$ cat src/rtl/decode_bundle_nw_if.sv
// Fetch-to-dispatch bundle interface for the N-wide decode stage.
// master = front end / dispatch side, slave = the decoder.
interface decode_bundle_nw_if #(
  parameter int unsigned ISSUE_W = 2,
  parameter int unsigned XLEN    = 32
);
  logic                      flush;
  logic                      in_valid;
  logic                      in_ready;
  logic [ISSUE_W-1:0]        in_lane_vld;
  logic [32*ISSUE_W-1:0]     in_instr;
  logic [XLEN-1:0]           in_pc;

  logic                      out_valid;
  logic                      out_ready;
  logic [ISSUE_W-1:0]        out_lane_vld;
  logic [XLEN*ISSUE_W-1:0]   out_pc;
  logic [7*ISSUE_W-1:0]      out_opcode;
  logic [3*ISSUE_W-1:0]      out_func3;
  logic [7*ISSUE_W-1:0]      out_func7;
  logic [5*ISSUE_W-1:0]      out_rs1;
  logic [5*ISSUE_W-1:0]      out_rs2;
  logic [5*ISSUE_W-1:0]      out_rd;
  logic [ISSUE_W-1:0]        out_rd_en;
  logic [ISSUE_W-1:0]        out_rs1_en;
  logic [ISSUE_W-1:0]        out_rs2_en;
  logic [XLEN*ISSUE_W-1:0]   out_imm;
  logic [ISSUE_W-1:0]        out_illegal;
  logic [ISSUE_W-1:0]        out_dep_rs1;
  logic [ISSUE_W-1:0]        out_dep_rs2;

  modport master (
    output flush, in_valid, in_lane_vld, in_instr, in_pc, out_ready,
    input  in_ready, out_valid, out_lane_vld, out_pc, out_opcode, out_func3, out_func7,
           out_rs1, out_rs2, out_rd, out_rd_en, out_rs1_en, out_rs2_en, out_imm,
           out_illegal, out_dep_rs1, out_dep_rs2
  );

  modport slave (
    input  flush, in_valid, in_lane_vld, in_instr, in_pc, out_ready,
    output in_ready, out_valid, out_lane_vld, out_pc, out_opcode, out_func3, out_func7,
           out_rs1, out_rs2, out_rd, out_rd_en, out_rs1_en, out_rs2_en, out_imm,
           out_illegal, out_dep_rs1, out_dep_rs2
  );
endinterface

$ cat src/rtl/decode_bundle_nw.sv
// N-wide registered decode stage: per-lane field/immediate decode, intra-bundle RAW
// detection, and a 2-entry FIFO between fetch and dispatch.
module decode_bundle_nw #(
  parameter int unsigned ISSUE_W = 2,
  parameter int unsigned XLEN    = 32
) (
  input logic                clk,
  input logic                rst,
  decode_bundle_nw_if.slave  io_bus
);

  localparam logic [6:0] OpR    = 7'b0110011;
  localparam logic [6:0] OpI    = 7'b0010011;
  localparam logic [6:0] OpS    = 7'b0100011;
  localparam logic [6:0] OpB    = 7'b1100011;
  localparam logic [6:0] OpJ    = 7'b1101111;
  localparam logic [6:0] OpU    = 7'b0010111;
  localparam logic [6:0] OpJalr = 7'b1100111;
  localparam logic [6:0] OpLw   = 7'b0000011;

  typedef struct packed {
    logic            vld;
    logic [XLEN-1:0] pc;
    logic [6:0]      opcode;
    logic [2:0]      func3;
    logic [6:0]      func7;
    logic [4:0]      rs1;
    logic [4:0]      rs2;
    logic [4:0]      rd;
    logic            rd_en;
    logic            rs1_en;
    logic            rs2_en;
    logic [XLEN-1:0] imm;
    logic            illegal;
    logic            dep_rs1;
    logic            dep_rs2;
  } lane_t;

  typedef lane_t [ISSUE_W-1:0] bundle_t;

  function automatic lane_t decode_lane(input logic [31:0]     ins,
                                        input logic            vld,
                                        input logic [XLEN-1:0] pc);
    lane_t              l;
    logic               is_r, is_i, is_s, is_b, is_j, is_u, is_jalr, is_lw, legal;
    logic signed [31:0] imm32;
    l         = '0;
    l.vld     = vld;
    l.pc      = pc;
    l.opcode  = ins[6:0];
    l.func3   = ins[14:12];
    l.func7   = ins[31:25];
    l.rs1     = ins[19:15];
    l.rs2     = ins[24:20];
    l.rd      = ins[11:7];
    is_r      = (ins[6:0] == OpR);
    is_i      = (ins[6:0] == OpI);
    is_s      = (ins[6:0] == OpS);
    is_b      = (ins[6:0] == OpB);
    is_j      = (ins[6:0] == OpJ);
    is_u      = (ins[6:0] == OpU);
    is_jalr   = (ins[6:0] == OpJalr);
    is_lw     = (ins[6:0] == OpLw);
    legal     = is_r | is_i | is_s | is_b | is_j | is_u | is_jalr | is_lw;
    l.illegal = vld & ~legal;
    l.rd_en   = vld & (is_r | is_i | is_u | is_j | is_jalr | is_lw) & (ins[11:7] != 5'd0);
    l.rs1_en  = vld & (is_r | is_i | is_s | is_b | is_jalr | is_lw);
    l.rs2_en  = vld & (is_r | is_s | is_b);
    case (ins[6:0])
      OpI, OpJalr, OpLw: imm32 = {{20{ins[31]}}, ins[31:20]};
      OpS:               imm32 = {{20{ins[31]}}, ins[31:25], ins[11:7]};
      OpB:               imm32 = {{19{ins[31]}}, ins[31], ins[7], ins[30:25], ins[11:8], 1'b0};
      OpU:               imm32 = {ins[31:12], 12'b0};
      OpJ:               imm32 = {{11{ins[31]}}, ins[31], ins[19:12], ins[20], ins[30:21], 1'b0};
      default:           imm32 = '0;
    endcase
    // Signed cast widens with sign extension when XLEN > 32.
    l.imm = XLEN'(imm32);
    return l;
  endfunction

  bundle_t    w_dec;
  bundle_t    w_head;
  logic       w_push;
  logic       w_pop;
  logic       w_out_valid;
  logic       w_in_ready;

  bundle_t    r_mem [2];
  logic       r_wr_ptr;
  logic       r_rd_ptr;
  logic [1:0] r_count;

  always_comb begin
    w_dec = '0;
    for (int i = 0; i < ISSUE_W; i++) begin
      w_dec[i] = decode_lane(io_bus.in_instr[32*i +: 32], io_bus.in_lane_vld[i],
                             io_bus.in_pc + XLEN'(4 * i));
    end
    // Older lanes have lower indices; lane 0 never depends on anything in the bundle.
    for (int i = 1; i < ISSUE_W; i++) begin
      for (int j = 0; j < i; j++) begin
        if (w_dec[j].vld && w_dec[j].rd_en && (w_dec[j].rd == w_dec[i].rs1)) begin
          w_dec[i].dep_rs1 = w_dec[i].rs1_en;
        end
        if (w_dec[j].vld && w_dec[j].rd_en && (w_dec[j].rd == w_dec[i].rs2)) begin
          w_dec[i].dep_rs2 = w_dec[i].rs2_en;
        end
      end
    end
  end

  assign w_out_valid = (r_count != 2'd0);
  assign w_in_ready  = (r_count != 2'd2);
  assign w_push      = io_bus.in_valid & w_in_ready & ~io_bus.flush;
  assign w_pop       = w_out_valid & io_bus.out_ready & ~io_bus.flush;

  always_ff @(posedge clk) begin
    if (rst) begin
      r_wr_ptr <= 1'b0;
      r_rd_ptr <= 1'b0;
      r_count  <= 2'd0;
      r_mem[0] <= '0;
      r_mem[1] <= '0;
    end else if (io_bus.flush) begin
      r_wr_ptr <= 1'b0;
      r_rd_ptr <= 1'b0;
      r_count  <= 2'd0;
    end else begin
      if (w_push) begin
        r_mem[r_wr_ptr] <= w_dec;
        r_wr_ptr        <= ~r_wr_ptr;
      end
      if (w_pop) begin
        r_rd_ptr <= ~r_rd_ptr;
      end
      case ({w_push, w_pop})
        2'b10:   r_count <= r_count + 2'd1;
        2'b01:   r_count <= r_count - 2'd1;
        default: r_count <= r_count;
      endcase
    end
  end

  assign w_head           = r_mem[r_rd_ptr];
  assign io_bus.in_ready  = w_in_ready;
  assign io_bus.out_valid = w_out_valid;

  always_comb begin
    io_bus.out_lane_vld = '0;
    io_bus.out_pc       = '0;
    io_bus.out_opcode   = '0;
    io_bus.out_func3    = '0;
    io_bus.out_func7    = '0;
    io_bus.out_rs1      = '0;
    io_bus.out_rs2      = '0;
    io_bus.out_rd       = '0;
    io_bus.out_rd_en    = '0;
    io_bus.out_rs1_en   = '0;
    io_bus.out_rs2_en   = '0;
    io_bus.out_imm      = '0;
    io_bus.out_illegal  = '0;
    io_bus.out_dep_rs1  = '0;
    io_bus.out_dep_rs2  = '0;
    for (int i = 0; i < ISSUE_W; i++) begin
      io_bus.out_lane_vld[i]          = w_head[i].vld & w_out_valid;
      io_bus.out_pc[XLEN*i +: XLEN]   = w_head[i].pc;
      io_bus.out_opcode[7*i +: 7]     = w_head[i].opcode;
      io_bus.out_func3[3*i +: 3]      = w_head[i].func3;
      io_bus.out_func7[7*i +: 7]      = w_head[i].func7;
      io_bus.out_rs1[5*i +: 5]        = w_head[i].rs1;
      io_bus.out_rs2[5*i +: 5]        = w_head[i].rs2;
      io_bus.out_rd[5*i +: 5]         = w_head[i].rd;
      io_bus.out_rd_en[i]             = w_head[i].rd_en;
      io_bus.out_rs1_en[i]            = w_head[i].rs1_en;
      io_bus.out_rs2_en[i]            = w_head[i].rs2_en;
      io_bus.out_imm[XLEN*i +: XLEN]  = w_head[i].imm;
      io_bus.out_illegal[i]           = w_head[i].illegal;
      io_bus.out_dep_rs1[i]           = w_head[i].dep_rs1;
      io_bus.out_dep_rs2[i]           = w_head[i].dep_rs2;
    end
  end

endmodule
$ cat src/flat_wrapper.sv
// flat-port wrapper written by rule: the top's interface ports become plain ports
module decode_bundle_nw_flat 
#(
  parameter int unsigned ISSUE_W = 2,
  parameter int unsigned XLEN    = 32
)
  (clk, rst, io_bus_flush, io_bus_in_valid, io_bus_in_lane_vld, io_bus_in_instr, io_bus_in_pc, io_bus_out_ready, io_bus_in_ready, io_bus_out_valid, io_bus_out_lane_vld, io_bus_out_pc, io_bus_out_opcode, io_bus_out_func3, io_bus_out_func7, io_bus_out_rs1, io_bus_out_rs2, io_bus_out_rd, io_bus_out_rd_en, io_bus_out_rs1_en, io_bus_out_rs2_en, io_bus_out_imm, io_bus_out_illegal, io_bus_out_dep_rs1, io_bus_out_dep_rs2);
  decode_bundle_nw_if #(.ISSUE_W(ISSUE_W), .XLEN(XLEN)) io_bus_i ();
  input logic clk;
  input logic rst;
  input wire logic [$bits(io_bus_i.flush)-1:0] io_bus_flush;
  input wire logic [$bits(io_bus_i.in_valid)-1:0] io_bus_in_valid;
  input wire logic [$bits(io_bus_i.in_lane_vld)-1:0] io_bus_in_lane_vld;
  input wire logic [$bits(io_bus_i.in_instr)-1:0] io_bus_in_instr;
  input wire logic [$bits(io_bus_i.in_pc)-1:0] io_bus_in_pc;
  input wire logic [$bits(io_bus_i.out_ready)-1:0] io_bus_out_ready;
  output wire logic [$bits(io_bus_i.in_ready)-1:0] io_bus_in_ready;
  output wire logic [$bits(io_bus_i.out_valid)-1:0] io_bus_out_valid;
  output wire logic [$bits(io_bus_i.out_lane_vld)-1:0] io_bus_out_lane_vld;
  output wire logic [$bits(io_bus_i.out_pc)-1:0] io_bus_out_pc;
  output wire logic [$bits(io_bus_i.out_opcode)-1:0] io_bus_out_opcode;
  output wire logic [$bits(io_bus_i.out_func3)-1:0] io_bus_out_func3;
  output wire logic [$bits(io_bus_i.out_func7)-1:0] io_bus_out_func7;
  output wire logic [$bits(io_bus_i.out_rs1)-1:0] io_bus_out_rs1;
  output wire logic [$bits(io_bus_i.out_rs2)-1:0] io_bus_out_rs2;
  output wire logic [$bits(io_bus_i.out_rd)-1:0] io_bus_out_rd;
  output wire logic [$bits(io_bus_i.out_rd_en)-1:0] io_bus_out_rd_en;
  output wire logic [$bits(io_bus_i.out_rs1_en)-1:0] io_bus_out_rs1_en;
  output wire logic [$bits(io_bus_i.out_rs2_en)-1:0] io_bus_out_rs2_en;
  output wire logic [$bits(io_bus_i.out_imm)-1:0] io_bus_out_imm;
  output wire logic [$bits(io_bus_i.out_illegal)-1:0] io_bus_out_illegal;
  output wire logic [$bits(io_bus_i.out_dep_rs1)-1:0] io_bus_out_dep_rs1;
  output wire logic [$bits(io_bus_i.out_dep_rs2)-1:0] io_bus_out_dep_rs2;
  assign io_bus_i.flush = io_bus_flush;
  assign io_bus_i.in_valid = io_bus_in_valid;
  assign io_bus_i.in_lane_vld = io_bus_in_lane_vld;
  assign io_bus_i.in_instr = io_bus_in_instr;
  assign io_bus_i.in_pc = io_bus_in_pc;
  assign io_bus_i.out_ready = io_bus_out_ready;
  assign io_bus_in_ready = io_bus_i.in_ready;
  assign io_bus_out_valid = io_bus_i.out_valid;
  assign io_bus_out_lane_vld = io_bus_i.out_lane_vld;
  assign io_bus_out_pc = io_bus_i.out_pc;
  assign io_bus_out_opcode = io_bus_i.out_opcode;
  assign io_bus_out_func3 = io_bus_i.out_func3;
  assign io_bus_out_func7 = io_bus_i.out_func7;
  assign io_bus_out_rs1 = io_bus_i.out_rs1;
  assign io_bus_out_rs2 = io_bus_i.out_rs2;
  assign io_bus_out_rd = io_bus_i.out_rd;
  assign io_bus_out_rd_en = io_bus_i.out_rd_en;
  assign io_bus_out_rs1_en = io_bus_i.out_rs1_en;
  assign io_bus_out_rs2_en = io_bus_i.out_rs2_en;
  assign io_bus_out_imm = io_bus_i.out_imm;
  assign io_bus_out_illegal = io_bus_i.out_illegal;
  assign io_bus_out_dep_rs1 = io_bus_i.out_dep_rs1;
  assign io_bus_out_dep_rs2 = io_bus_i.out_dep_rs2;
  decode_bundle_nw #(.ISSUE_W(ISSUE_W), .XLEN(XLEN)) u_core (.clk(clk), .rst(rst), .io_bus(io_bus_i));
endmodule
$ cat config.mk
export PLATFORM = sky130hd
export DESIGN_NAME = decode_bundle_nw_flat
export DESIGN_NICKNAME = d
export VERILOG_FILES = /design/src/rtl/decode_bundle_nw_if.sv /design/src/rtl/decode_bundle_nw.sv /design/src/flat_wrapper.sv
export SDC_FILE = /design/constraint.sdc
export NUM_CORES = 1
export LEC_CHECK = 0
export BUFFER_PORTS_ARGS = -buffer_cell sky130_fd_sc_hd__buf_2
export CAP_MARGIN = 20
export CORE_UTILIZATION = 45
export CTS_BUF_LIST = sky130_fd_sc_hd__clkbuf_16
export DETAILED_ROUTE_END_ITERATION = 6
export GPL_ROUTABILITY_DRIVEN = 0
export MAX_ROUTING_LAYER = met4
export PLACE_DENSITY = 0.64
export SLEW_MARGIN = 25
export SYNTH_ARGS = -nofsm -noshare
export SYNTH_HDL_FRONTEND = slang
export SYNTH_SLANG_ARGS = --single-unit
$ cat constraint.sdc
create_clock -name clk -period 12 [get_ports clk]
set_input_delay 0.6 -clock clk [delete_from_list [all_inputs] [get_ports clk]]
set_output_delay 0.6 -clock clk [all_outputs]
set_load 0.005 [all_outputs]
Word level (Yosys, flattened, before mapping). Memory sizes are Yosys's and may differ from the RTL's. A register that Yosys moved wholly into a read port is not among the register bits. Cells that the tools add are included.

Reduce and logical (&&, ||, !) cells: 11. Muxes and demuxes: 16. Equality and inequality tests: 21. Bitwise logic cells: 51. Add/subtract/negate cells: 3.

Operators with widths (number): $pmux W32 S5 (2); $mux W204 (1); $reduce_or A204 Y1 (1); $eq A7 B7 Y1 const B (6); $add A32 B3 Y32 const B (1); $or A1 B1 Y1 (30); $eq A7 B5 Y1 const B (4); $eq A7 B6 Y1 const B (4); $and A1 B1 Y1 (16); $eq A7 B2 Y1 const B (2); $mux W1 (12); $eq A5 B5 Y1 (2); $reduce_bool A5 Y1 (2); $reduce_or A3 Y1 (2); $not A1 Y1 (5); $pmux W2 S2 (1); $reduce_bool A2 Y1 (2); $logic_and A1 B1 Y1 (3); $add A2 B1 Y2 const B (1); $eq A2 B1 Y1 const B (1); $eq A2 B2 Y1 const B (1); $ne A2 B2 Y1 const B (1); $reduce_or A2 Y1 (1); $sub A2 B1 Y2 const B (1).

Register bits after elaboration: 4. Bits of input ports: 103. Output and inout port bits: 208. Logic and storage cells: 106. Memory bits (writable): 408. Memories kept: 1.

Memory list: u_core.r_mem (words 2, bits a word 204, rd ports 1, clocked after memory_dff 1, write ports 2, RTL line decode_bundle_nw.sv:89) `bundle_t r_mem [2];`.

Logic depth before layout (Yosys ltp). Gate-level depths: netlist of run 1.

Depth after elaboration: 12. Depth in mapped cells: 7. Mapped depth without buffers: 7.

Worst setup path before layout of run 1. OpenSTA, ideal clock, no wires.

Path type: reg-to-reg. From: register u_core.r_count[0]. To: memory u_core.r_mem[0][0] in the netlist's numbering, enable pin. Cell stages (with the launch flop): 5. Buffers on the path: 0. Clock period less this slack: 11051 ps. Setup time: 806 ps. Slack: 949 ps. Arrival: 10245 ps. Cells stage by stage: dfxtp_1 nand2b_1 nand2_1 or2_2 o21bai_1.

RTL lines: start: declaration (RTL line decode_bundle_nw.sv:92) `logic [1:0] r_count;`; start signal: assignment (RTL line decode_bundle_nw.sv:138) `2'b10: r_count <= r_count + 2'd1;`; start signal: assignment (RTL line decode_bundle_nw.sv:139) `2'b01: r_count <= r_count - 2'd1;`; start signal: assignment (RTL line decode_bundle_nw.sv:140) `default: r_count <= r_count;`; end: declaration (RTL line decode_bundle_nw.sv:89).

==> flow_metrics.py, run 1 <==
metrics = {
    "run_status": {
        "status": "completed",
    },
    "global_route": {
        "grt_overflow": 0,
        "antenna_found_initial": 2,
        "grt_usage_pct": 22.9,
        "grt_pass1_vias": 11829,
        "grt_first_pass_wirelength_um": 70700,
        "grt_max_degree": 148,
    },
    "synthesis": {
        "ys.flop_type": "edfxtp_1",
        "yosysTopAreaCellShare_pct": 64.7,
        "synth.distinct_cells": 59,
        "ys_ff_latch": 409,
        "synth-simple-area-share_pct": 13.6,
        "synth_top_family_by_area": "simple AND/OR/NAND/NOR gates",
        "muxShareOfSynthArea_pct": 12.4,
        "ys_warn_count": 0,
        "yosys.area_share.adder_pct": 0.133,
        "synthArstFlopShare_pct": 0,
        "avgSynthCellArea_um2": 13.8,
        "syn-instance-count": 1358,
        "synthTopCellsByArea": "edfxtp_1 65%, mux2_2 12%, and2_1 6.6%",
        "synth_compound_area_share_pct": 5.25,
        "synth_edf_count": 404,
        "yosysTopAreaCell": "edfxtp_1",
        "syn_area_um2": 18800,
        "yosysSeqAreaShare_pct": 65.2,
        "synthXorXnorAreaFrac_pct": 1.26,
    },
    "timing": {
        "min_period_ps": 3670,
        "timing.fmax_ghz": 0.272,
        "fin_crit_sh_pct": 30.6,
        "worst_pin_slew_ps": 1060,
        "finalSetupTns_ps": 0,
        "fin_ws_ps": 8330,
        "finalMaxSlewViolations": 0,
        "fin_skew_ps": 11.4,
        "slew_headroom_pct": 29.5,
        "setup_viol": 0,
        "rsz0062_at_grt": "false",
        "hold_viol_final": 0,
    },
    "critical_path": {
        "worst-setup-path-type": "reg -> out",
        "end_kind": "output port",
        "cp.required_ps": 11400,
        "worstPathArrival_ps": 3070,
        "cp_max_fo": 63,
        "cp-start-kind": "flip-flop",
    },
    "routing": {
        "routed_wl_um": 47400,
        "viasPerCell": 5.46,
        "drc": 0,
        "final_antenna_net_count": 0,
        "num_vias": 12059,
        "first_pass_iters": 5,
        "drtIter0Drc": 744,
        "wl_per_cell_um": 21.5,
    },
    "run": {
        "max_cap_viol_count": 0,
    },
    "power": {
        "peakVddDrop_mv": 0.0823,
        "p_leak_nw": 9.10,
        "power_density_nw_per_um2": 145,
        "power_mw": 3.21,
    },
    "floorplan": {
        "rows": 74,
        "die_x_um": 206,
        "core-area_um2": 40900,
        "die_y_um": 206,
        "num_io_pins": 311,
        "dieArea_um2": 42500,
        "start_util_pct": 45.8,
    },
    "clocking": {
        "cts_made_buffers": 44,
        "clkLatencyLatePin_ps": 560,
        "clock_sinks": 409,
        "cts.htree.levels": 2,
        "cts_max_path_buffers": 3,
        "cts_setup_buffers": 0,
        "cts_hold_buf": 0,
        "cts_resized": 0,
        "cts_tree": "done",
        "clkTransAtPathRegs_ps": 60,
        "cts-root-buf": "clkbuf_16",
    },
    "final_layout": {
        "fin_util_pct": 54.2,
        "layout-drive-gt1-share_pct": 35.7,
        "layout.nets": 1746,
        "finalInstanceArea_um2": 22200,
        "fill_cells": 3489,
        "area_delta_synth_final_pct": 18.3,
    },
    "placed_design": {
        "dp_hpwl_um": 29800,
        "place_area_um2": 20800,
        "portBuffers": 308,
        "dp_slack_ps": 8450,
    },
    "worst_hold_path": {
        "min_path_type": "in -> reg",
    },
}
[cell families after synthesis]
logic type      count (synthesis)
compound gates                154
other cells                     1
buf+inv                        99
fa+ha+maj                       2
mux                           207
flops                         409
simple gates                  459
xor+xnor                       27
[critical path, stage by stage, from the launching register on]
cell     delay (ps)
dfxtp_4         580
buf_16          290
buf_4           780
mux2i_1         230
nor2_1          390
buf_2           190
[through the flow]
step / hold WS, ps / cells
CTS: 303 / 2204
detailed placement: 502 / 2125
global route: 328 / 2208
finish: 343 / 2208
global placement: 485 / 2125
floorplan: 472 / 1359
[layout by cell type (no fill, tap or decap), types with 15 or more instances in the layout]
| cell type | instances |
|---|---|
| inv_1 | 21 |
| a21o_1 | 40 |
| edfxtp_1 | 404 |
| and2_1 | 198 |
| and3_1 | 17 |
| xnor2_1 | 15 |
| nand2_1 | 33 |
| nor2_1 | 119 |
| a21oi_1 | 69 |
| buf_2 | 308 |
| mux2_2 | 204 |
| clkbuf_16 | 45 |
[flip-flops by register name, summed over array words and instances (netlist names), named ones only]
name and count:
u_core.r_mem 404, u_core.r_wr_ptr 1, u_core.r_rd_ptr 1, u_core.r_count 2
[synth_stat cells, types with 5 or more instances]
cell / number
o31ai_1: 11
nand4b_1: 6
and2_1: 198
xnor2_1: 15
nand3_1: 14
nor2_1: 119
o21ai_0: 6
nand4_1: 8
xor2_1: 12
a21o_1: 40
inv_1: 12
a22oi_1: 8
clkbuf_1: 80
a21oi_1: 69
dfxtp_1: 5
mux2_2: 204
or4_1: 12
and3_1: 17
nor3_1: 13
nor2b_1: 6
and4_1: 5
edfxtp_1: 404
nand2_1: 33
[path summary, 6_finish.rpt]
path / start / end / slack (ps) / cells after the start
setup / recovery: flip-flop / io_bus_out_lane_vld[0] / 8330 / 5
hold / removal: io_bus_in_pc[0] / u_core.r_mem[1][171] / 340 / 2
setup reg to reg: u_core.r_count[0] / u_core.r_mem[0][20] / 8800 / 6
hold reg to reg: u_core.r_rd_ptr / u_core.r_rd_ptr / 510 / 2
[where the power goes]
part,switching [mW],internal (mW)
Combinational,0.148,0.0980
Clock,0.544,0.762
Sequential,0.0162,1.64
Total,0.708,2.50
[area by class of cell]
| class | instances | area (um^2) | area share [%] |
|---|---|---|---|
| Multi-Input combinational cell | 851 | 6160 | 27.8 |
| Antenna cell | 2 | 5.00 | 0.0225 |
| Timing Repair Buffer | 323 | 1710 | 7.69 |
| Inverter | 12 | 45.0 | 0.203 |
| Sequential cell | 409 | 12200 | 55.1 |
| Clock inverter | 34 | 249 | 1.12 |
| Clock buffer | 45 | 1130 | 5.07 |
| Tap cell | 532 | 666 | 3.00 |
[per-layer routing]
metal / GRT usage [%] / vias to the layer above / share of wire [%]
met5: - / - / 0
met4: 7.54 / 0 / 2.5
met2: 35.2 / 382 / 48
met1: 30.6 / 6031 / 43
li1: - / 5573 / -
met3: 4.32 / 73 / 6.9
(Power assumes the default switching activity.)
==> run 2, diff against run 1 <==
Settings changed: ABC_AREA set to 1.
Clock period 12 ns to 3.62 ns, I/O delays scaled along.
==> run 2 against run 1 <==
Combinational power rose to 3.8 times the previous value. Utilization increased by 1.1 points. Sequential power grew to 3.3 times the previous value. Synthesized cell count grew 54%. Critical path depth did not move. Sequential share of layout area is 2.4 points lower. Global-route usage increased by 2.0 points. Critical path type unchanged. Critical endpoint is now io_bus_out_pc[57].
==> flow_metrics.py, run 2 <==
metrics = {
    "synthesis": {
        "synth_edf_count": 404,
        "avgSynthCellArea_um2": 9.13,
        "yosysSeqAreaShare_pct": 64.0,
        "syn_area_um2": 19100,
        "ys_ff_latch": 409,
        "yosysTopAreaCellShare_pct": 63.5,
        "synthArstFlopShare_pct": 0,
        "yosysTopAreaCell": "edfxtp_1",
        "ys_warn_count": 0,
        "synth_most_common_cell": "nand2_1",
        "syn-instance-count": 2092,
        "ys.flop_type": "edfxtp_1",
        "synth.distinct_cells": 35,
        "yosys-top-cells-count": "787 x nand2_1, 437 x nor2_1, 404 x edfxtp_1, 147 x inv_1, 66 x nand3_1",
        "synthTopCellsByArea": "edfxtp_1 63%, nand2_1 15%, nor2_1 8.6%",
    },
    "final_layout": {
        "largest_reg_flops": 404,
        "fill_cells": 3761,
        "most-common-layout-cells": "785 x nand2_1, 436 x nor2_1, 404 x edfxtp_1, 308 x buf_2, 152 x inv_1",
        "area_delta_synth_final_pct": 21.5,
        "multiInputGateArea_um2": 5890,
        "largestRegisters": "u_core.r_mem (404), u_core.r_count (2)",
        "final_common_cell": "nand2_1",
        "fin_util_pct": 55.3,
        "layout.nets": 2538,
        "regArea_um2": 12200,
        "top_register": "u_core.r_mem",
        "layout-drive-gt1-share_pct": 17.2,
    },
    "timing": {
        "fin_crit_sh_pct": 75.8,
        "rsz0062_at_grt": "false",
        "hold_viol_final": 0,
        "fin_ws_ps": 876,
        "slew_headroom_pct": 36.7,
        "finalSetupTns_ps": 0,
        "timing.fmax_ghz": 0.364,
        "min_period_ps": 2740,
        "worst_pin_slew_ps": 949,
        "setup_viol": 0,
        "hold-worst-slack_ps": 24.2,
        "fin_skew_ps": 15.5,
        "finalMaxSlewViolations": 0,
    },
    "routing": {
        "drc": 0,
        "num_vias": 15329,
        "first_pass_iters": 7,
        "routed_wl_um": 53000,
        "viasPerCell": 5.09,
        "final_antenna_net_count": 0,
        "drtIter0Drc": 1141,
        "wl_per_cell_um": 17.6,
    },
    "power": {
        "power.share.clock_pct": 40.9,
        "p_leak_nw": 10.7,
        "p_comb_share_pct": 8.5,
        "peakVddDrop_mv": 0.376,
        "internal-power_mw": 8.37,
        "swShare_pct": 23.1,
        "seq_power_share_pct": 50.5,
        "power_density_nw_per_um2": 469,
        "power_mw": 10.9,
        "switchingPower_mw": 2.52,
    },
    "critical_path": {
        "worst-setup-path-type": "reg -> out",
        "cp-start-kind": "flip-flop",
        "r2r_slack_ps": 1020,
        "rr_worst_depth": 5,
        "end_kind": "output port",
        "path_cells": "inv_6 > buf_4 > nand2_1 > nand2_1 > buf_2",
        "cp_slowest_cell": "inv_6",
        "worstPathArrival_ps": 2560,
        "crit_top_cell": "nand2_1",
        "cp_max_fo": 99,
        "cp.required_ps": 3440,
        "crit_path_max_incr_delay_ps": 630,
    },
    "clocking": {
        "clock_sinks": 409,
        "cts.htree.levels": 2,
        "cts-root-buf": "clkbuf_16",
        "cts_resized": 0,
        "cts_made_buffers": 45,
        "cts_max_path_buffers": 3,
        "cts_setup_buffers": 0,
        "clkLatencyLatePin_ps": 560,
        "clkTransAtPathRegs_ps": 60,
        "cts_tree": "done",
    },
    "floorplan": {
        "core-area_um2": 41900,
        "start_util_pct": 45.6,
        "dieArea_um2": 43300,
        "num_io_pins": 311,
        "rows": 75,
        "die_x_um": 208,
        "die_y_um": 208,
    },
    "global_route": {
        "grt_max_degree": 111,
        "grt_overflow": 0,
        "grt_first_pass_wirelength_um": 81100,
        "grt_usage_pct": 24.9,
        "grt_pass1_vias": 14487,
        "antenna_found_initial": 3,
    },
    "run": {
        "max_cap_viol_count": 0,
    },
    "placed_design": {
        "dp_slack_ps": 956,
        "portBuffers": 308,
        "dp_hpwl_um": 34600,
    },
    "worst_hold_path": {
        "min_path_cells": 3,
        "min_path_type": "in -> reg",
    },
    "run_status": {
        "status": "completed",
    },
}
==> run 2: changes by cell type in the layout (fill, tap and decap cells not counted), sizes merged, moves of 11 or more <==
cell         delta
nand2         +757
a21o           -40
inv           +137
nand3          +54
and3           -16
mux2          -204
dlygate4sd3    +62
o31ai          -11
and2          -198
or4            -15
nor2          +325
a21oi          -14
==> run 2: layout make-up <==
cell class	count	share of cell area [%]
Sequential cell	409	52.7
Clock buffer	45	4.85
Timing Repair Buffer	394	10.4
Inverter	154	2.53
Antenna cell	3	0.0323
Multi-Input combinational cell	1429	25.4
Tap cell	539	2.91
Clock inverter	36	1.23
==> run 2: cell families after synthesis <==
family	after synthesis	synth area share [%]
AND/OR/NAND/NOR	1329	27.4
flip-flops	409	64.0
buffers and inverters	255	5.43
AO/OA/AOI/OAI	75	2.10
XOR/XNOR	21	0.962
adder cells (fa/ha/maj)	2	0.131
other	1	0.0196
==> run 2: routing by layer <==
layer / global-route usage, % / wire length [um]
met1: 33.4 / 22400
met2: 38.7 / 25100
met3: 4.42 / 4070
met4: 8.02 / 1470
met5: - / 0
==> run 2: power by group through the flow <==
stage	registers (mW)	clock network [mW]	logic [mW]
after CTS	5.50	4.51	0.937
after global routing	5.52	4.68	1.02
after global placement	5.59	0	0.872
after detailed placement	5.60	0	0.880
after floorplan	5.60	0	0.422
final	5.50	4.45	0.928
==> run 2: what timing repair did <==
action                     4_1_cts  5_1_grt
setup endpoints to repair        0        0
hold endpoints to repair       120        0
hold buffers                    62        0
==> run 2: final timing paths <==
path,start,end
setup reg to reg,u_core.r_count[0],u_core.r_mem[1][126]
hold reg to reg,u_core.r_rd_ptr,flip-flop
hold / removal,io_bus_in_pc[12],u_core.r_mem[0][80]
setup / recovery,flip-flop,io_bus_out_pc[57]
==> run 2: worst max-delay path: cells and delay by family, from the launching register on <==
kind,cells,cell delay [ps]
DFF,1,510
buffers and inverters,3,1170
and+or+nand+nor,2,230
==> run 2: through the flow <==
| step | instance area, um^2 | cells |
|---|---|---|
| after floorplan | 19100 | 2093 |
| after global placement | 21200 | 2863 |
| after detailed placement | 21200 | 2863 |
| after CTS | 23200 | 3006 |
| after global routing | 23200 | 3009 |
| final | 23200 | 3009 |
